**config.mk**
```make
export PLATFORM = sky130hd
export DESIGN_NAME = uart_tx_fifo
export DESIGN_NICKNAME = d
export VERILOG_FILES = /design/src/rtl/uart_tx_fifo.sv
export SDC_FILE = /design/constraint.sdc
export NUM_CORES = 1
export LEC_CHECK = 0
export ABC_AREA = 1
export BUFFER_PORTS_ARGS = -buffer_cell sky130_fd_sc_hd__buf_4
export CAP_MARGIN = 20
export CELL_PAD_IN_SITES_DETAIL_PLACEMENT = 1
export CELL_PAD_IN_SITES_GLOBAL_PLACEMENT = 1
export CORE_ASPECT_RATIO = 0.75
export CORE_MARGIN = 3
export CORE_UTILIZATION = 30
export CTS_CLUSTER_SIZE = 20
export DETAILED_ROUTE_END_ITERATION = 10
export GPL_ROUTABILITY_DRIVEN = 0
export PLACE_DENSITY_LB_ADDON = 0.15
export SLEW_MARGIN = 20
export SYNTH_ARGS = -nofsm -noshare
export SYNTH_HDL_FRONTEND = slang
export SYNTH_SLANG_ARGS = --single-unit
```
**constraint.sdc**
```tcl
create_clock -name clk -period 1.99 [get_ports clk]
set_input_delay 0.199 -clock clk [delete_from_list [all_inputs] [get_ports clk]]
set_output_delay 0.199 -clock clk [all_outputs]
set_load 0.05 [all_outputs]
```
**src/rtl/uart_tx_fifo.sv**
```systemverilog
// Byte FIFO between a host and the UART transmitter, first-word-fall-through head.
// Optional sticky overflow flag is enabled by defining UART_TX_FIFO_OVF_EN.
module uart_tx_fifo #(
    parameter int DEPTH       = 16,
    parameter int AFULL_LEVEL = 12
) (
    input  logic                       clk,
    input  logic                       reset,
    input  logic                       wr_valid,
    input  logic [7:0]                 wr_data,
    output logic                       wr_ready,
    output logic                       tx_valid,
    output logic [7:0]                 tx_data,
    input  logic                       tx_ready,
    output logic [$clog2(DEPTH)+1-1:0] level,
    output logic                       empty,
    output logic                       almost_full,
    output logic                       overflow,
    input  logic                       ovf_clear
);

    localparam int PW = $clog2(DEPTH);
    localparam int LW = PW + 1;

    logic [7:0]    mem_q [DEPTH];
    logic [PW-1:0] wr_ptr_q, wr_ptr_d;
    logic [PW-1:0] rd_ptr_q, rd_ptr_d;
    logic [LW-1:0] level_q, level_d;
    logic          wr_ready_q, tx_valid_q, empty_q, afull_q;
    logic          do_wr, do_rd;

    // Handshakes use the registered flags, so a full FIFO rejects a write even when a read frees a slot.
    always_comb begin
        do_wr    = wr_valid & wr_ready_q;
        do_rd    = tx_valid_q & tx_ready;
        wr_ptr_d = do_wr ? wr_ptr_q + PW'(1) : wr_ptr_q;
        rd_ptr_d = do_rd ? rd_ptr_q + PW'(1) : rd_ptr_q;
        level_d  = level_q + LW'(do_wr) - LW'(do_rd);
    end

    always_ff @(posedge clk) begin
        if (reset) begin
            wr_ptr_q   <= '0;
            rd_ptr_q   <= '0;
            level_q    <= '0;
            wr_ready_q <= 1'b0;
            tx_valid_q <= 1'b0;
            empty_q    <= 1'b1;
            afull_q    <= 1'b0;
        end else begin
            wr_ptr_q   <= wr_ptr_d;
            rd_ptr_q   <= rd_ptr_d;
            level_q    <= level_d;
            wr_ready_q <= (level_d != LW'(DEPTH));
            tx_valid_q <= (level_d != '0);
            empty_q    <= (level_d == '0);
            afull_q    <= (level_d >= LW'(AFULL_LEVEL));
        end
    end

    always_ff @(posedge clk) begin
        if (do_wr && !reset) begin
            mem_q[wr_ptr_q] <= wr_data;
        end
    end

    assign wr_ready    = wr_ready_q;
    assign tx_valid    = tx_valid_q;
    assign tx_data     = mem_q[rd_ptr_q];
    assign level       = level_q;
    assign empty       = empty_q;
    assign almost_full = afull_q;

`ifdef UART_TX_FIFO_OVF_EN
    logic ovf_q;

    // Set is checked before clear so a simultaneous set and clear leaves the flag set.
    always_ff @(posedge clk) begin
        if (reset) begin
            ovf_q <= 1'b0;
        end else if (wr_valid && !wr_ready_q) begin
            ovf_q <= 1'b1;
        end else if (ovf_clear) begin
            ovf_q <= 1'b0;
        end
    end

    assign overflow = ovf_q;
`else
    logic unused_ovf_clear;

    assign unused_ovf_clear = ovf_clear;
    assign overflow         = 1'b0;
`endif

endmodule

```
==> impl_metrics.json, run 1 <==
{
  "outcome": "completed",
  "arrival_ps": 1730,
  "drv_cap": 0,
  "muxShareOfSynthArea_pct": 0,
  "die_h_um": 134,
  "area_growth_pct": 23.6,
  "grt_pass1_vias": 5004,
  "min_from": "reset",
  "hold_path_end": "level[1]",
  "dp_hpwl_um": 11500,
  "regArea_um2": 4280,
  "drt-initial-drc-count": 266,
  "synth_common_cells": "nand2_1 (204), edfxtp_1 (128), inv_1 (119), nand3_1 (108), nor2_1 (26)",
  "fin_total_pwr_w": 0.00978,
  "rsz0062_at_grt": "yes",
  "synth-edff-count": 128,
  "grt_pass1_wl_um": 27800,
  "synth.cell_area_um2": 6560,
  "cts.sinks": 149,
  "setup_violations": 0,
  "yosysSeqAreaShare_pct": 65.0,
  "antenna_cells": 0,
  "antenna_left": 0,
  "whs_ps": 10.9,
  "fin_crit_ps": 1930,
  "num_rows": 46,
  "drc": 0,
  "grt_max_degree": 33,
  "synth_top_area_cell": "edfxtp_1",
  "cts_tree": "yes",
  "skew_ps": 7.42,
  "leakagePower_nw": 3.48,
  "hold_path_depth": 2,
  "reg2reg_from": "wr_ready",
  "ys_types": 20,
  "wl_um": 17200,
  "synth_nets": 692,
  "final_util_pct": 38.1,
  "min_period_over_period_pct": 97.0,
  "root_buffer": "clkbuf_16",
  "dp_slack_ps": -46.5,
  "io-pin-count": 31,
  "first_pass_iters": 4,
  "avgSynthCellArea_um2": 9.81,
  "synthAdderAreaFrac_pct": 2.02,
  "final_nets": 751,
  "synth_top_family_by_area": "simple AND/OR/NAND/NOR gates",
  "vdd_drop_max_mv": 0.694,
  "grtUsageTotal_pct": 15.6,
  "yosys.area_share.simple_pct": 22.2,
  "yosys_warnings": 0,
  "start_util_pct": 30.8,
  "synthTopCellsByArea": "edfxtp_1 (59%), nand2_1 (12%), nand3_1 (8.2%), inv_1 (6.8%), dfxtp_1 (6.4%)",
  "r2r_end": "empty",
  "dieWidth_um": 177,
  "multi_input_area_um2": 1750,
  "dieArea_um2": 23700,
  "setup.worst_path.class": "reg -> out",
  "worstPathRequired_ps": 1790,
  "p_per_area_nw_per_um2": 1210,
  "clkTransAtPathRegs_ps": 60,
  "critPathMaxFanout": 17,
  "num_vias": 4614,
  "end_kind": "primary output",
  "synth_compound_area_share_pct": 1.07,
  "overflow": 0,
  "fillers": 2421,
  "vias_per_cell": 4.48,
  "ys.flop_type": "edfxtp_1",
  "cts_buffers": 17,
  "antenna_found_initial": 0,
  "rr_worst_depth": 13,
  "h-tree-depth": 4,
  "maxSlewViolCount": 0,
  "finalHoldViolations": 0,
  "wl_per_cell_um": 16.8,
  "ys_seq_elements": 149,
  "portBuffers": 28,
  "async_reset_ff_share_pct": 0,
  "syn_inst": 669,
  "hold_path.class": "in -> reg",
  "drive_gt1_share_pct": 17.4,
  "cts_buffer_depth": 2,
  "critPathLaunchType": "flop",
  "yosys.area_share.xor_xnor_pct": 0,
  "max_freq_ghz": 0.518,
  "clk_latency_ps": 410,
  "synthDominantCellAreaShare_pct": 58.6,
  "ff2ff_setup_slack_ps": 100,
  "synth_most_common_cell": "nand2_1",
  "coreArea_um2": 21300,
  "fin_ws_ps": 59.1
}
[critical path, cell delays in order, from the launching register on]
cell and delay, ps:
dfxtp_4 380, inv_8 120, buf_12 170, nand2_1 70
nand2_1 60, nand2_1 60, nand3_1 70, nand3_1 90
nand2_2 120, buf_6 160
[cell type report]
class / count / share of cell area, %
flip-flops and latches: 149 / 52.7
inverters: 121 / 5.77
clock buffers: 18 / 5.29
clock inverters: 14 / 2.28
multi-input cells: 372 / 21.5
well taps: 288 / 4.44
repair buffers: 67 / 8.00
[cells by family after synthesis]
| kind of cell | after synthesis |
|---|---|
| other cells | 1 |
| fa+ha+maj | 10 |
| simple gates | 347 |
| buf+inv | 148 |
| flops | 149 |
| compound gates | 14 |
[flip-flops by register name, summed over array words and instances, names as in the netlist, named ones only]
| name | flops |
|---|---|
| rd_ptr_q | 4 |
| wr_ptr_q | 4 |
| wr_ready | 1 |
| almost_full | 1 |
| level | 5 |
| tx_valid | 1 |
| mem_q | 128 |
| empty | 1 |
[cell usage in the layout (no fill, tap or decap), types with 6 or more instances in the layout]
cell type	n
nand2_1	193
edfxtp_1	128
inv_1	115
nand3_1	101
buf_4	50
nor2_1	25
dfxtp_1	18
clkbuf_16	17
nand2_2	9
a21oi_1	9
ha_1	8
nand3_2	7
buf_6	7
nor3_1	6
[worst max path at each step]
stage | from | to | cells after the start
finish | flop | tx_data[2] | 9
global route | flop | tx_data[2] | 9
CTS | flop | tx_data[4] | 8
detailed placement | wr_ready | almost_full | 12
global placement | wr_ready | wr_ready | 11
floorplan | wr_ready | almost_full | 12
[layer usage]
metal / GRT usage (%) / up-vias / share of wire [%]
met1: 21.4 / 2272 / 48
met3: 3.74 / 11 / 5.0
met2: 24.8 / 66 / 46
met5: 0 / - / 0
met4: 4.10 / 0 / 0.98
li1: - / 2265 / -
[where the power goes]
group          switching [W]  internal [W]
registers           0.000110       0.00355
clock network        0.00127       0.00209
logic                0.00180      0.000961
total                0.00318       0.00660
[what timing repair did]
item | CTS | global route
pin swaps | 7 | 7
setup buffers | 3 | 3
setup endpoints to repair | 12 | 14
hold buffers | 0 | 0
gates resized for setup | 33 | 17
gates cloned | 2 | 0
[metrics by stage]
stage	setup TNS, ps	instance area [um2]	cells
6_report	0	8110	1029
5_1_grt	-506	8110	1029
4_1_cts	0	8030	1026
3_5_place_dp	-60.7	7240	989
3_3_place_gp	0	7240	989
2_1_floorplan	0	6580	669
No activity file was read; power rests on OpenSTA's default activity.
==> inputs of run 2 (changes only) <==
--- a/config.mk
+++ b/config.mk
@@ -11,7 +11,6 @@
 export CELL_PAD_IN_SITES_DETAIL_PLACEMENT = 1
 export CELL_PAD_IN_SITES_GLOBAL_PLACEMENT = 1
 export CORE_ASPECT_RATIO = 0.75
-export CORE_MARGIN = 3
 export CORE_UTILIZATION = 30
 export CTS_CLUSTER_SIZE = 20
 export DETAILED_ROUTE_END_ITERATION = 10
==> impl_metrics.json, run 2 (synthesized netlist as in run 1, its figures left out) <==
{
  "outcome": "completed",
  "wl_um": 17400,
  "cp_slowest_stage_delay_ps": 450,
  "grt_pass1_vias": 4847,
  "rr_worst_depth": 11,
  "min_from": "wr_data[1]",
  "p_switching_w": 0.00326,
  "drive_gt1_share_pct": 19.1,
  "worstPathRequired_ps": 1790,
  "critPathMaxFanout": 8,
  "end_kind": "primary output",
  "min_period_over_period_pct": 97.5,
  "place_area_um2": 7230,
  "hold_path_depth": 1,
  "clk_latency_ps": 430,
  "vias_per_cell": 4.49,
  "design_area_um2": 8240,
  "start_util_pct": 30.8,
  "largest_reg_flops": 128,
  "antenna_found_initial": 1,
  "fillers": 2417,
  "final_common_cell": "nand2_1",
  "cts_tree": "yes",
  "reg2reg_from": "wr_ready",
  "skew_ps": 7.45,
  "critPathLaunchType": "flop",
  "grt_max_degree": 35,
  "cts_buffers": 17,
  "final_nets": 759,
  "cts.sinks": 149,
  "coreArea_um2": 21300,
  "antenna_cells": 0,
  "hold_path.class": "in -> reg",
  "drc": 0,
  "portBuffers": 28,
  "setup_violations": 0,
  "finalHoldViolations": 0,
  "h-tree-depth": 4,
  "grt_pass1_wl_um": 26700,
  "crit_buf_inv": 3,
  "pwr-share-comb_pct": 29.7,
  "dieWidth_um": 173,
  "drt-initial-drc-count": 215,
  "hold_path_end": "mem_q[7][1]",
  "antenna_left": 0,
  "num_rows": 46,
  "cts_buffer_depth": 2,
  "max_freq_ghz": 0.515,
  "rsz0062_at_grt": "yes",
  "whs_ps": 73.4,
  "fin_total_pwr_w": 0.00981,
  "dp_hpwl_um": 11200,
  "dieArea_um2": 22500,
  "final_cell_mix": "nand2_1 (192), edfxtp_1 (128), inv_1 (116)",
  "io-pin-count": 31,
  "die_h_um": 130,
  "fin_crit_ps": 1940,
  "switching_share_pct": 33.2,
  "first_pass_iters": 4,
  "r2r_end": "wr_ready",
  "p_per_area_nw_per_um2": 1190,
  "cp_slowest_cell": "dfxtp_4",
  "maxSlewViolCount": 0,
  "clkTransAtPathRegs_ps": 60,
  "area_growth_pct": 25.6,
  "regMostFlops": "mem_q",
  "p_int_w": 0.00656,
  "arrival_ps": 1740,
  "num_vias": 4659,
  "root_buffer": "clkbuf_16",
  "grtUsageTotal_pct": 16.0,
  "crit_chain": "buf_6 -> buf_8 -> nand2_1 -> nand3_1 -> nand3_1 -> nand3_2 -> nand2_1 -> buf_6",
  "leakagePower_nw": 3.53,
  "vdd_drop_max_mv": 0.616,
  "seqPwrFrac_pct": 37.4,
  "overflow": 0,
  "setup.worst_path.class": "reg -> out",
  "cp_top_family": "buffers and inverters",
  "drv_cap": 0,
  "wl_per_cell_um": 16.8,
  "ff2ff_setup_slack_ps": 60,
  "clkPwrFrac_pct": 33.0
}
## run 2: layer usage
| layer | global-route usage, % | share of wire, % | up-vias | wire (um) |
|---|---|---|---|---|
| li1 | - | - | 2274 | - |
| met1 | 20.4 | 49 | 2327 | 8490 |
| met2 | 27.2 | 48 | 38 | 8280 |
| met3 | 4.25 | 2.2 | 18 | 381 |
| met4 | 4.22 | 1.3 | 2 | 234 |
| met5 | 0 | 0.075 | - | 13 |
## run 2: worst max-delay path by stage
stage / slack [ps] / cells after the start / end / startpoint
floorplan: 20 / 12 / almost_full / wr_ready
global placement: 30 / 11 / wr_ready / wr_ready
detailed placement: -60 / 11 / tx_valid / wr_ready
CTS: 0.8 / 9 / tx_data[3] / flop
global route: -60 / 14 / wr_ready / wr_ready
finish: 50 / 8 / tx_data[6] / flop
## run 2: stage by stage
step           util [%]  setup TNS (ps)  setup slack, ps  cells
2_1_floorplan         -               0             17.2    669
3_3_place_gp       34.0               0             29.5    991
3_5_place_dp       34.0            -125            -64.3    991
4_1_cts            37.5               0            0.796   1027
5_1_grt            38.7            -427            -58.2   1037
6_report           38.7               0             49.9   1037
## run 2: power by group through the flow
stage / logic, W / registers [W] / clock network, W
after floorplan: 0.00146 / 0.00395 / 0
after global placement: 0.00238 / 0.00370 / 0
after detailed placement: 0.00244 / 0.00371 / 0
after CTS: 0.00263 / 0.00365 / 0.00333
after global routing: 0.00320 / 0.00368 / 0.00343
final: 0.00291 / 0.00367 / 0.00323
## run 2: area by class of cell
| type | count | area [um2] | area share [%] |
|---|---|---|---|
| clock inverter | 15 | 164 | 1.99 |
| multi-input combinational | 372 | 1790 | 21.7 |
| clock buffer | 17 | 425 | 5.16 |
| tap | 288 | 360 | 4.37 |
| inverter | 121 | 464 | 5.63 |
| sequential | 149 | 4280 | 51.9 |
| timing repair buffer | 75 | 762 | 9.25 |
## run 2: repair_timing
| item | 4_1_cts | 5_1_grt |
|---|---|---|
| buffers inserted | 2 | 6 |
| setup endpoints to repair | 12 | 14 |
| gates resized for setup | 26 | 36 |
| hold endpoints to repair | 2 | 0 |
| pin swaps | 3 | 17 |
| hold buffers | 1 | 0 |
| gates cloned | 1 | 5 |
==> inputs of run 3 (changes only) <==
--- a/config.mk
+++ b/config.mk
@@ -12,10 +12,11 @@
 export CELL_PAD_IN_SITES_GLOBAL_PLACEMENT = 1
 export CORE_ASPECT_RATIO = 0.75
 export CORE_UTILIZATION = 30
+export CTS_BUF_LIST = sky130_fd_sc_hd__clkbuf_16
 export CTS_CLUSTER_SIZE = 20
 export DETAILED_ROUTE_END_ITERATION = 10
 export GPL_ROUTABILITY_DRIVEN = 0
-export PLACE_DENSITY_LB_ADDON = 0.15
+export PLACE_DENSITY_LB_ADDON = 0.1
 export SLEW_MARGIN = 20
 export SYNTH_ARGS = -nofsm -noshare
 export SYNTH_HDL_FRONTEND = slang
==> impl_metrics.json, run 3 (synthesized netlist as in run 1, its figures left out) <==
{
  "whs_ps": 78.8,
  "maxSlewViolCount": 0,
  "rr_worst_depth": 13,
  "tns_ps": 0,
  "cp_slowest_stage_delay_ps": 430,
  "vdd_drop_max_mv": 0.747,
  "arrival_ps": 1760,
  "cp-endpoint": "tx_data[0]",
  "start_util_pct": 30.8,
  "antenna_cells": 0,
  "wl_per_cell_um": 17.5,
  "vias_per_cell": 4.48,
  "wl_um": 18100,
  "cts_buffer_depth": 2,
  "drc": 0,
  "coreArea_um2": 21300,
  "drive_gt1_share_pct": 17.4,
  "cts.sinks": 149,
  "final_util_pct": 38.4,
  "critPathLaunchType": "flop",
  "final_common_cell": "nand2_1",
  "die_h_um": 130,
  "fillers": 2385,
  "clk_latency_ps": 420,
  "first_pass_iters": 4,
  "cts_tree": "yes",
  "hold_path.class": "in -> reg",
  "outcome": "completed",
  "setup_violations": 0,
  "fin_crit_ps": 1950,
  "cp_slowest_cell": "dfxtp_4",
  "critPathMaxFanout": 12,
  "cts_buffers": 17,
  "numPlacedInstances": 994,
  "end_kind": "primary output",
  "grt_pass1_vias": 4686,
  "portBuffers": 28,
  "num_rows": 46,
  "min_period_over_period_pct": 98.2,
  "ff2ff_setup_slack_ps": 80,
  "grt_pass1_wl_um": 27500,
  "drv_cap": 0,
  "rsz0062_at_grt": "yes",
  "hold_path_depth": 1,
  "dieWidth_um": 173,
  "fin_total_pwr_w": 0.00986,
  "root_buffer": "clkbuf_16",
  "h-tree-depth": 4,
  "grtUsageTotal_pct": 16.9,
  "p_per_area_nw_per_um2": 1210,
  "io-pin-count": 31,
  "clkTransAtPathRegs_ps": 60,
  "num_vias": 4615,
  "worstPathRequired_ps": 1790,
  "crit_chain": "inv_8 -> buf_12 -> nand2_1 -> nand3_1 -> nand3_1 -> nand3_1 -> nand2_2 -> buf_8",
  "max_freq_ghz": 0.512,
  "regMostFlops": "mem_q",
  "overflow": 0,
  "cp_common_cell": "nand3_1",
  "leakagePower_nw": 3.50,
  "r2r_end": "empty",
  "dp_hpwl_um": 11800,
  "antenna_left": 0,
  "area_growth_pct": 24.5,
  "largest_reg_flops": 128,
  "stdcell_count": 1031,
  "antenna_found_initial": 0,
  "drt-initial-drc-count": 249,
  "final_cell_mix": "nand2_1 (194), edfxtp_1 (128), inv_1 (117)",
  "reg2reg_from": "wr_ready",
  "final_nets": 753,
  "finalHoldViolations": 0,
  "skew_ps": 9.23,
  "setup.worst_path.class": "reg -> out",
  "grt_max_degree": 24,
  "dieArea_um2": 22500
}
[run 3: cell types whose count changed in the layout (fill, tap and decap cells not counted), sizes merged]
cell,previous run,this run
buf,71,67
clkbuf,20,18
clkinv,8,4
clkinvlp,4,3
bufinv,3,4
inv,121,125
[run 3: repair_timing]
| action | in CTS | in global routing |
|---|---|---|
| gates cloned | 1 | 1 |
| endpoints found under the hold margin | 2 | 0 |
| setup buffers | 0 | 2 |
| pin swaps | 4 | 11 |
| gates resized for setup | 25 | 31 |
| endpoints found under the setup margin | 13 | 14 |
| hold buffers | 1 | 0 |
[run 3: worst min-delay path by stage]
stage / startpoint / end / slack [ps]
2_1_floorplan: wr_data[0] / mem_q[0][0] / 300
3_5_place_dp: reset / level[1] / 440
6_report: wr_data[1] / mem_q[5][1] / 80
4_1_cts: wr_data[1] / mem_q[5][1] / 70
3_3_place_gp: reset / level[1] / 450
5_1_grt: wr_data[1] / mem_q[5][1] / 80
[run 3: area by class of cell]
cell class	count	area [um2]	share of cell area, %
Sequential cell	149	4280	52.3
Multi-Input combinational cell	372	1750	21.4
Timing Repair Buffer	69	697	8.53
Inverter	121	462	5.65
Clock buffer	17	425	5.21
Tap cell	288	360	4.41
Clock inverter	15	203	2.48
[run 3: per-stage QoR]
step | setup slack, ps | instance area (um2)
6_report | 35.3 | 8170
5_1_grt | -85.9 | 8170
4_1_cts | -27.1 | 8020
3_5_place_dp | -54.8 | 7270
3_3_place_gp | 70.0 | 7270
2_1_floorplan | 17.2 | 6580
[run 3: routing by layer]
metal	track usage, %	up-vias	share of wire (%)
li1	-	2268	-
met2	27.5	56	46
met3	4.02	11	2.5
met4	4.22	0	0.83
met1	22.9	2280	51
met5	0	-	0
[run 3: worst max-delay path: cells and delay by family, from the launching register on]
family	cells	cell delay (ps)
buf+inv	3	390
flops	1	430
simple gates	5	490
[run 3: where the power goes]
part	switching, W	internal (W)
Sequential	0.000112	0.00355
Clock	0.00133	0.00211
Combinational	0.00178	0.000973
Total	0.00322	0.00663
